==> src/rtl/prog_loader_pkg.sv <==
`default_nettype none
// +-----------------------------------------------------------------------------+
// | prog_loader_pkg                                                             |
// | Shared types and constants for the boot loader and its consumers.           |
// | Revision: 1.0                                                               |
// +-----------------------------------------------------------------------------+
package prog_loader_pkg;

    localparam int MEM_DEPTH = 16;
    localparam int WORD_W    = 8;

    typedef enum logic [2:0] {
        IDLE = 3'd0,
        LEN  = 3'd1,
        DATA = 3'd2,
        CSUM = 3'd3,
        RUN  = 3'd4,
        ERR  = 3'd5
    } state_e;

    typedef logic [1:0] err_code_t;

    localparam err_code_t ERR_NONE = 2'b00;
    localparam err_code_t ERR_LEN  = 2'b01;
    localparam err_code_t ERR_CSUM = 2'b10;
    localparam err_code_t ERR_TMO  = 2'b11;

endpackage
`default_nettype wire

==> src/rtl/prog_loader_if.sv <==
`default_nettype none
// +-----------------------------------------------------------------------------+
// | prog_loader_if                                                              |
// | Byte valid/ready stream feeding the loader.                                 |
// | Revision: 1.0                                                               |
// +-----------------------------------------------------------------------------+
interface prog_loader_if
    import prog_loader_pkg::*;
#(
    parameter int DATA_W = WORD_W
);
    logic              in_valid;
    logic [DATA_W-1:0] in_data;
    logic              in_ready;

    modport master (
        output in_valid,
        output in_data,
        input  in_ready
    );

    modport slave (
        input  in_valid,
        input  in_data,
        output in_ready
    );
endinterface
`default_nettype wire

==> src/rtl/prog_loader_timer.sv <==
`default_nettype none
// +-----------------------------------------------------------------------------+
// | prog_loader_timer                                                           |
// | Idle-cycle counter; expired_o flags the TIMEOUT-th consecutive idle cycle.  |
// | Revision: 1.0                                                               |
// +-----------------------------------------------------------------------------+
module prog_loader_timer #(
    parameter int TIMEOUT = 255
) (
    input  wire logic clk,
    input  wire logic rst,
    input  wire logic en_i,
    input  wire logic clr_i,
    output logic      expired_o
);

    // The count only needs to hold TIMEOUT-1; the final idle cycle fires expired_o.
    localparam int c_CNT_W = (TIMEOUT > 1) ? $clog2(TIMEOUT) : 1;
    localparam logic [c_CNT_W-1:0] c_LAST = c_CNT_W'(TIMEOUT - 1);
    localparam logic [c_CNT_W-1:0] c_ONE  = c_CNT_W'(1);

    logic [c_CNT_W-1:0] count_q;

    assign expired_o = en_i && (count_q == c_LAST);

    always_ff @(posedge clk) begin
        if (rst || clr_i) begin
            count_q <= '0;
        end else if (en_i && !expired_o) begin
            count_q <= count_q + c_ONE;
        end
    end

endmodule
`default_nettype wire

==> src/rtl/prog_loader.sv <==
`default_nettype none
// +-----------------------------------------------------------------------------+
// | prog_loader                                                                 |
// | Loads a LEN/payload/CSUM framed program into CPU memory, then releases CPU. |
// | Revision: 1.0                                                               |
// +-----------------------------------------------------------------------------+
module prog_loader
    import prog_loader_pkg::*;
#(
    parameter int ADDR_W  = $clog2(MEM_DEPTH),
    parameter int DATA_W  = WORD_W,
    parameter int TIMEOUT = 255
) (
    input  wire logic          clk,
    input  wire logic          rst,
    input  wire logic          start_i,
    prog_loader_if.slave       s_if,
    output logic               mem_we_o,
    output logic [ADDR_W-1:0]  mem_addr_o,
    output logic [DATA_W-1:0]  mem_wdata_o,
    output logic               cpu_hold_o,
    output logic               cpu_run_o,
    output logic               load_err_o,
    output logic [1:0]         err_code_o
);

    localparam int                c_DEPTH   = 2 ** ADDR_W;
    localparam logic [ADDR_W:0]   c_CNT_ONE = (ADDR_W + 1)'(1);

    state_e              state_q;
    logic [ADDR_W:0]     len_q;
    logic [ADDR_W:0]     cnt_q;
    logic [DATA_W-1:0]   sum_q;
    logic                mem_we_q;
    logic [ADDR_W-1:0]   mem_addr_q;
    logic [DATA_W-1:0]   mem_wdata_q;
    logic                cpu_hold_q;
    logic                cpu_run_q;
    logic                load_err_q;
    err_code_t           err_code_q;

    logic                w_busy;
    logic                w_xfer;
    logic                w_tmo;
    logic                w_len_ok;
    logic                w_last_byte;
    logic [DATA_W-1:0]   w_sum_next;
    logic                w_err;
    err_code_t           w_err_code;

    assign w_busy      = (state_q == LEN) || (state_q == DATA) || (state_q == CSUM);
    assign w_xfer      = w_busy && s_if.in_valid;
    assign s_if.in_ready = w_busy;

    assign w_len_ok    = (s_if.in_data != '0) && (int'(s_if.in_data) <= c_DEPTH);
    assign w_last_byte = (cnt_q + c_CNT_ONE) == len_q;
    assign w_sum_next  = sum_q + s_if.in_data;

    prog_loader_timer #(
        .TIMEOUT (TIMEOUT)
    ) u_timer (
        .clk       (clk),
        .rst       (rst),
        .en_i      (w_busy && !w_xfer),
        .clr_i     (!w_busy || w_xfer),
        .expired_o (w_tmo)
    );

    // Timeout can only fire on a cycle without a transfer, so the causes are exclusive.
    always_comb begin
        w_err      = 1'b0;
        w_err_code = ERR_NONE;
        if (w_tmo) begin
            w_err      = 1'b1;
            w_err_code = ERR_TMO;
        end else if (w_xfer && (state_q == LEN) && !w_len_ok) begin
            w_err      = 1'b1;
            w_err_code = ERR_LEN;
        end else if (w_xfer && (state_q == CSUM) && (w_sum_next != '0)) begin
            w_err      = 1'b1;
            w_err_code = ERR_CSUM;
        end
    end

    always_ff @(posedge clk) begin
        if (rst) begin
            state_q     <= IDLE;
            len_q       <= '0;
            cnt_q       <= '0;
            sum_q       <= '0;
            mem_we_q    <= 1'b0;
            mem_addr_q  <= '0;
            mem_wdata_q <= '0;
            cpu_hold_q  <= 1'b1;
            cpu_run_q   <= 1'b0;
            load_err_q  <= 1'b0;
            err_code_q  <= ERR_NONE;
        end else begin
            mem_we_q <= 1'b0;
            if (w_err) begin
                state_q    <= ERR;
                load_err_q <= 1'b1;
                err_code_q <= w_err_code;
                cpu_hold_q <= 1'b1;
                cpu_run_q  <= 1'b0;
            end else begin
                case (state_q)
                    IDLE, RUN, ERR: begin
                        if (start_i) begin
                            state_q    <= LEN;
                            sum_q      <= '0;
                            cnt_q      <= '0;
                            load_err_q <= 1'b0;
                            err_code_q <= ERR_NONE;
                            cpu_hold_q <= 1'b1;
                            cpu_run_q  <= 1'b0;
                        end
                    end
                    LEN: begin
                        if (w_xfer) begin
                            len_q   <= s_if.in_data[ADDR_W:0];
                            sum_q   <= s_if.in_data;
                            cnt_q   <= '0;
                            state_q <= DATA;
                        end
                    end
                    DATA: begin
                        if (w_xfer) begin
                            mem_we_q    <= 1'b1;
                            mem_addr_q  <= cnt_q[ADDR_W-1:0];
                            mem_wdata_q <= s_if.in_data;
                            sum_q       <= w_sum_next;
                            cnt_q       <= cnt_q + c_CNT_ONE;
                            if (w_last_byte) begin
                                state_q <= CSUM;
                            end
                        end
                    end
                    CSUM: begin
                        // A failing checksum was already routed to ERR above.
                        if (w_xfer) begin
                            state_q    <= RUN;
                            cpu_hold_q <= 1'b0;
                            cpu_run_q  <= 1'b1;
                        end
                    end
                    default: begin
                        state_q <= IDLE;
                    end
                endcase
            end
        end
    end

    assign mem_we_o    = mem_we_q;
    assign mem_addr_o  = mem_addr_q;
    assign mem_wdata_o = mem_wdata_q;
    assign cpu_hold_o  = cpu_hold_q;
    assign cpu_run_o   = cpu_run_q;
    assign load_err_o  = load_err_q;
    assign err_code_o  = err_code_q;

endmodule
`default_nettype wire
==> src/flat_wrapper.sv <==
// flat-port wrapper written by rule: the top's interface ports become plain ports
module prog_loader_flat import prog_loader_pkg::*;
#(
    parameter int ADDR_W  = $clog2(MEM_DEPTH),
    parameter int DATA_W  = WORD_W,
    parameter int TIMEOUT = 255
)
  (clk, rst, start_i, mem_we_o, mem_addr_o, mem_wdata_o, cpu_hold_o, cpu_run_o, load_err_o, err_code_o, s_if_in_valid, s_if_in_data, s_if_in_ready);
  prog_loader_if #(.DATA_W(DATA_W)) s_if_i ();
  input  wire logic clk;
  input  wire logic rst;
  input  wire logic start_i;
  output logic mem_we_o;
  output logic [ADDR_W-1:0] mem_addr_o;
  output logic [DATA_W-1:0] mem_wdata_o;
  output logic cpu_hold_o;
  output logic cpu_run_o;
  output logic load_err_o;
  output logic [1:0] err_code_o;
  input wire logic [$bits(s_if_i.in_valid)-1:0] s_if_in_valid;
  input wire logic [$bits(s_if_i.in_data)-1:0] s_if_in_data;
  output wire logic [$bits(s_if_i.in_ready)-1:0] s_if_in_ready;
  assign s_if_i.in_valid = s_if_in_valid;
  assign s_if_i.in_data = s_if_in_data;
  assign s_if_in_ready = s_if_i.in_ready;
  prog_loader #(.ADDR_W(ADDR_W), .DATA_W(DATA_W), .TIMEOUT(TIMEOUT)) u_core (.clk(clk), .rst(rst), .start_i(start_i), .s_if(s_if_i), .mem_we_o(mem_we_o), .mem_addr_o(mem_addr_o), .mem_wdata_o(mem_wdata_o), .cpu_hold_o(cpu_hold_o), .cpu_run_o(cpu_run_o), .load_err_o(load_err_o), .err_code_o(err_code_o));
endmodule
==> config.mk <==
export PLATFORM = sky130hd
export DESIGN_NAME = prog_loader_flat
export DESIGN_NICKNAME = d
export VERILOG_FILES = /design/src/rtl/prog_loader_pkg.sv /design/src/rtl/prog_loader_if.sv /design/src/rtl/prog_loader_timer.sv /design/src/rtl/prog_loader.sv /design/src/flat_wrapper.sv
export SDC_FILE = /design/constraint.sdc
export NUM_CORES = 1
export LEC_CHECK = 0
export BUFFER_PORTS_ARGS = -buffer_cell sky130_fd_sc_hd__buf_2
export CORE_AREA = 2 2 87 89
export DETAILED_ROUTE_END_ITERATION = 16
export DIE_AREA = 0 0 89 91
export SLEW_MARGIN = 10
export SYNTH_ARGS = -nofsm -noshare
export SYNTH_HDL_FRONTEND = slang
export SYNTH_SLANG_ARGS = --single-unit
==> constraint.sdc <==
create_clock -name clk -period 4 [get_ports clk]
set_clock_uncertainty 0.05 [all_clocks]
set_input_delay 0.4 -clock clk [delete_from_list [all_inputs] [get_ports clk]]
set_output_delay 0.4 -clock clk [all_outputs]
set_load 0.03 [all_outputs]
==> results.tsv <==
stage	metric	value	unit
floorplan	coreArea	7137	um^2
floorplan	die_area	8099	um^2
critical_path	r2r-start	u_core.sum_q[0]	
clock_tree	postCtsHoldBufs	0	
clock_tree	path_clk_slew	0.10	ns
hold_path	hold_end	u_core.mem_wdata_o[0]	
floorplan	row_count	31	
clock_tree	cts_buffer_depth	2	
critical_path	reg2reg_depth	8	
power_and_ir_drop	power.total	1073	uW
final_layout	diodes	0	
synth	syn_inst	287	
global_route	grt_overflow	0	
timing	timing.fmax	410.8	MHz
clock_tree	cts_resized	0	
timing	min_period_over_period	0.6086	
final_layout	layout-drive-gt1-share	0.1640	
timing	fin_tns_setup	0	ns
run_status	status	finished clean	
timing	hold_viol_final	0	
drt	first_pass_iters	5	
synth	async_reset_ff_frac	0	
synth	seq_area_frac_synth	0.3829	
synth	synth_top_area_frac	0.3829	
clock_tree	htreeDepth	2	
critical_path	crit_type	reg2reg	
final_layout	area_growth_syn_to_layout	12.88	%
clock_tree	clockRootBuffer	clkbuf_8	
synth	synth_edf_count	0	
drt	drt_wl_total	5658	um
critical_path	worstSetupStartpoint	u_core.sum_q[0]	
hold_path	whs_path_depth	3	
hold_path	holdCritPathClass	in2reg	
clock_tree	cts_buffers	5	
critical_path	worstSetupStartpointType	flop	
synth	synth.yosys.warnings	0	
clock_tree	cts_tree	done	
synth	synth_cell_type_count	55	
synth	yosysMostFrequentCell	dfxtp_1	
critical_path	endpoint_kind	flop	
critical_path	r2r-end	u_core.cpu_hold_o	
timing	setup_viol	0	
place	port_buffers	30	
synth	synth_area	2457	um^2
critical_path	cp_data_required_time	4.16	ns
drt	ant_nets	0	
global_route	grt_pass1_wl	9301	um
critical_path	critPathArrivalTime	2.59	ns
timing	worst_pin_slew	0.8678	ns
clock_tree	cts_sinks	47	
drt	via_per_inst	5.105	
critical_path	rrSetupSlack	1.57	ns
power_and_ir_drop	ir_drop	142.3	uV
timing	slew_headroom	0.4197	
synth	synthTopCellsByCount	47 x dfxtp_1, 41 x nand2_1, 32 x a21oi_1	
drt	post_drt_wl_per_cell	13.80	um
global_route	first_global_vias	1910	
global_route	antenna_found_initial	0	
synth	synth_area_leaders	dfxtp_1 38%, a21oi_1 6.5%, nand2_1 6.3%	
synth	ys_ff_latch	47	
global_route	grt_max_degree	40	
synth	yosysTopAreaCell	dfxtp_1	
place	dpl.hpwl	3929	um
timing	finalMaxSlewViolations	0	
power_and_ir_drop	powerDensity	386.7	nW/um^2
drt	drc_errors	0	
flow_run	drv_cap	0	
floorplan	die_width	89	um
power_and_ir_drop	p_leak	0.001050	uW
floorplan	start_util	0.3443	
drt	drt_iter0_drc	112	
clock_tree	cts_setup_buffers	0	
timing	finalCriticalPeriod	2.434	ns
synth	synth_nets	310	
timing	rsz0062_at_grt	false	
floorplan	die_height	91	um
place	place_congestion	0.8476	
hold_path	holdCritStartpoint	s_if_in_data[0]	
clock_tree	insertion_delay	0.31	ns
synth	synth_flop_cell	dfxtp_1	
critical_path	crit_fanout	2	
final_layout	nNetsFinal	333	
synth	synth_area_per_cell	8.562	um^2
global_route	grt_use_total	0.1455	
floorplan	io_pins	31	
drt	vias	2093	
-- layout make-up --
class | instances | area, um^2
clock buffer | 5 | 68.82
sequential | 47 | 940.9
fill | 774 | 4363
timing repair buffer | 30 | 150.1
inverter | 3 | 11.26
tap | 99 | 123.9
multi-input combinational | 223 | 1433
clock inverter | 3 | 46.29
-- worst max-delay path, stage by stage, from the launching register on --
cell and delay (ns):
dfxtp_1 0.32, ha_1 0.21, fa_1 0.41, a211oi_1 0.31, nor2_1 0.10, xor2_1 0.17, nor4_2 0.31, nand4b_1 0.17
a211o_1 0.28
-- cells in the final DEF, fill, tap and decap left out, drive strengths merged, types with 3 or more instances in the layout --
master,synthesis,layout
a22oi,7,7
or3,7,7
nor3,4,4
a21oi,32,32
nor4,3,3
dfxtp,47,47
buf,7,30
and2,3,3
nand3,7,7
nand2,41,41
nor2b,6,6
nor2,29,29
o21ai,8,8
clkbuf,7,5
xor2,13,13
mux2i,3,3
inv,3,4
xnor2,7,7
a211oi,5,5
nand4,5,5
ha,10,10
-- registers in the layout, indices dropped and copies added (netlist names) --
name	cells
u_core.sum_q	8
u_core.cnt_q	5
u_core.u_timer.count_q	8
u_core.mem_we_o	1
u_core.mem_addr_o	4
u_core.load_err_o	1
u_core.mem_wdata_o	8
u_core.state_q	3
u_core.err_code_o	2
u_core.cpu_run_o	1
u_core.cpu_hold_o	1
u_core.len_q	5
-- worst max-delay path by stage --
stage	end
after CTS	u_core.cpu_hold_o
after detailed placement	u_core.cpu_hold_o
after global routing	u_core.state_q[0]
after floorplan	u_core.cpu_hold_o
final	u_core.cpu_hold_o
after global placement	u_core.cpu_hold_o
-- report_power, final --
part           internal [uW]  switching (uW)  total [uW]  leakage [uW]
clock network            188             171         359     0.0000548
registers                486            21.9         508      0.000380
logic                   75.2             130         205      0.000615
-- metal layers --
metal | up-vias | part of all wire | track usage
li1 | 1066 | - | -
met1 | 973 | 0.49 | 0.2053
met2 | 41 | 0.45 | 0.2226
met3 | 13 | 0.032 | 0.02273
met4 | 0 | 0.022 | 0.05224
met5 | - | 0 | 0
-- per-stage QoR --
stage / hold slack, ns / util / cells / setup WS [ns] / area, um^2
after CTS: 0.3021 / 0.3887 / 410 / 1.570 / 2774
after global placement: 0.3893 / 0.3725 / 402 / 1.405 / 2659
final: 0.3116 / 0.3887 / 410 / 1.566 / 2774
after detailed placement: 0.3938 / 0.3725 / 402 / 1.350 / 2659
after floorplan: 0.3900 / - / 287 / 1.665 / 2457
after global routing: 0.3250 / 0.3887 / 410 / 1.433 / 2774
-- logic make-up after synthesis --
kind of cell | count (synthesis) | share of synthesized area
AO/OA/AOI/OAI | 70 | 0.1925
XOR/XNOR | 20 | 0.07128
adder cells (fa/ha/maj) | 11 | 0.05906
buffers and inverters | 17 | 0.03411
flip-flops | 47 | 0.3829
multiplexers | 3 | 0.01222
AND/OR/NAND/NOR | 119 | 0.2480
No activity file was read; power rests on OpenSTA's default activity.
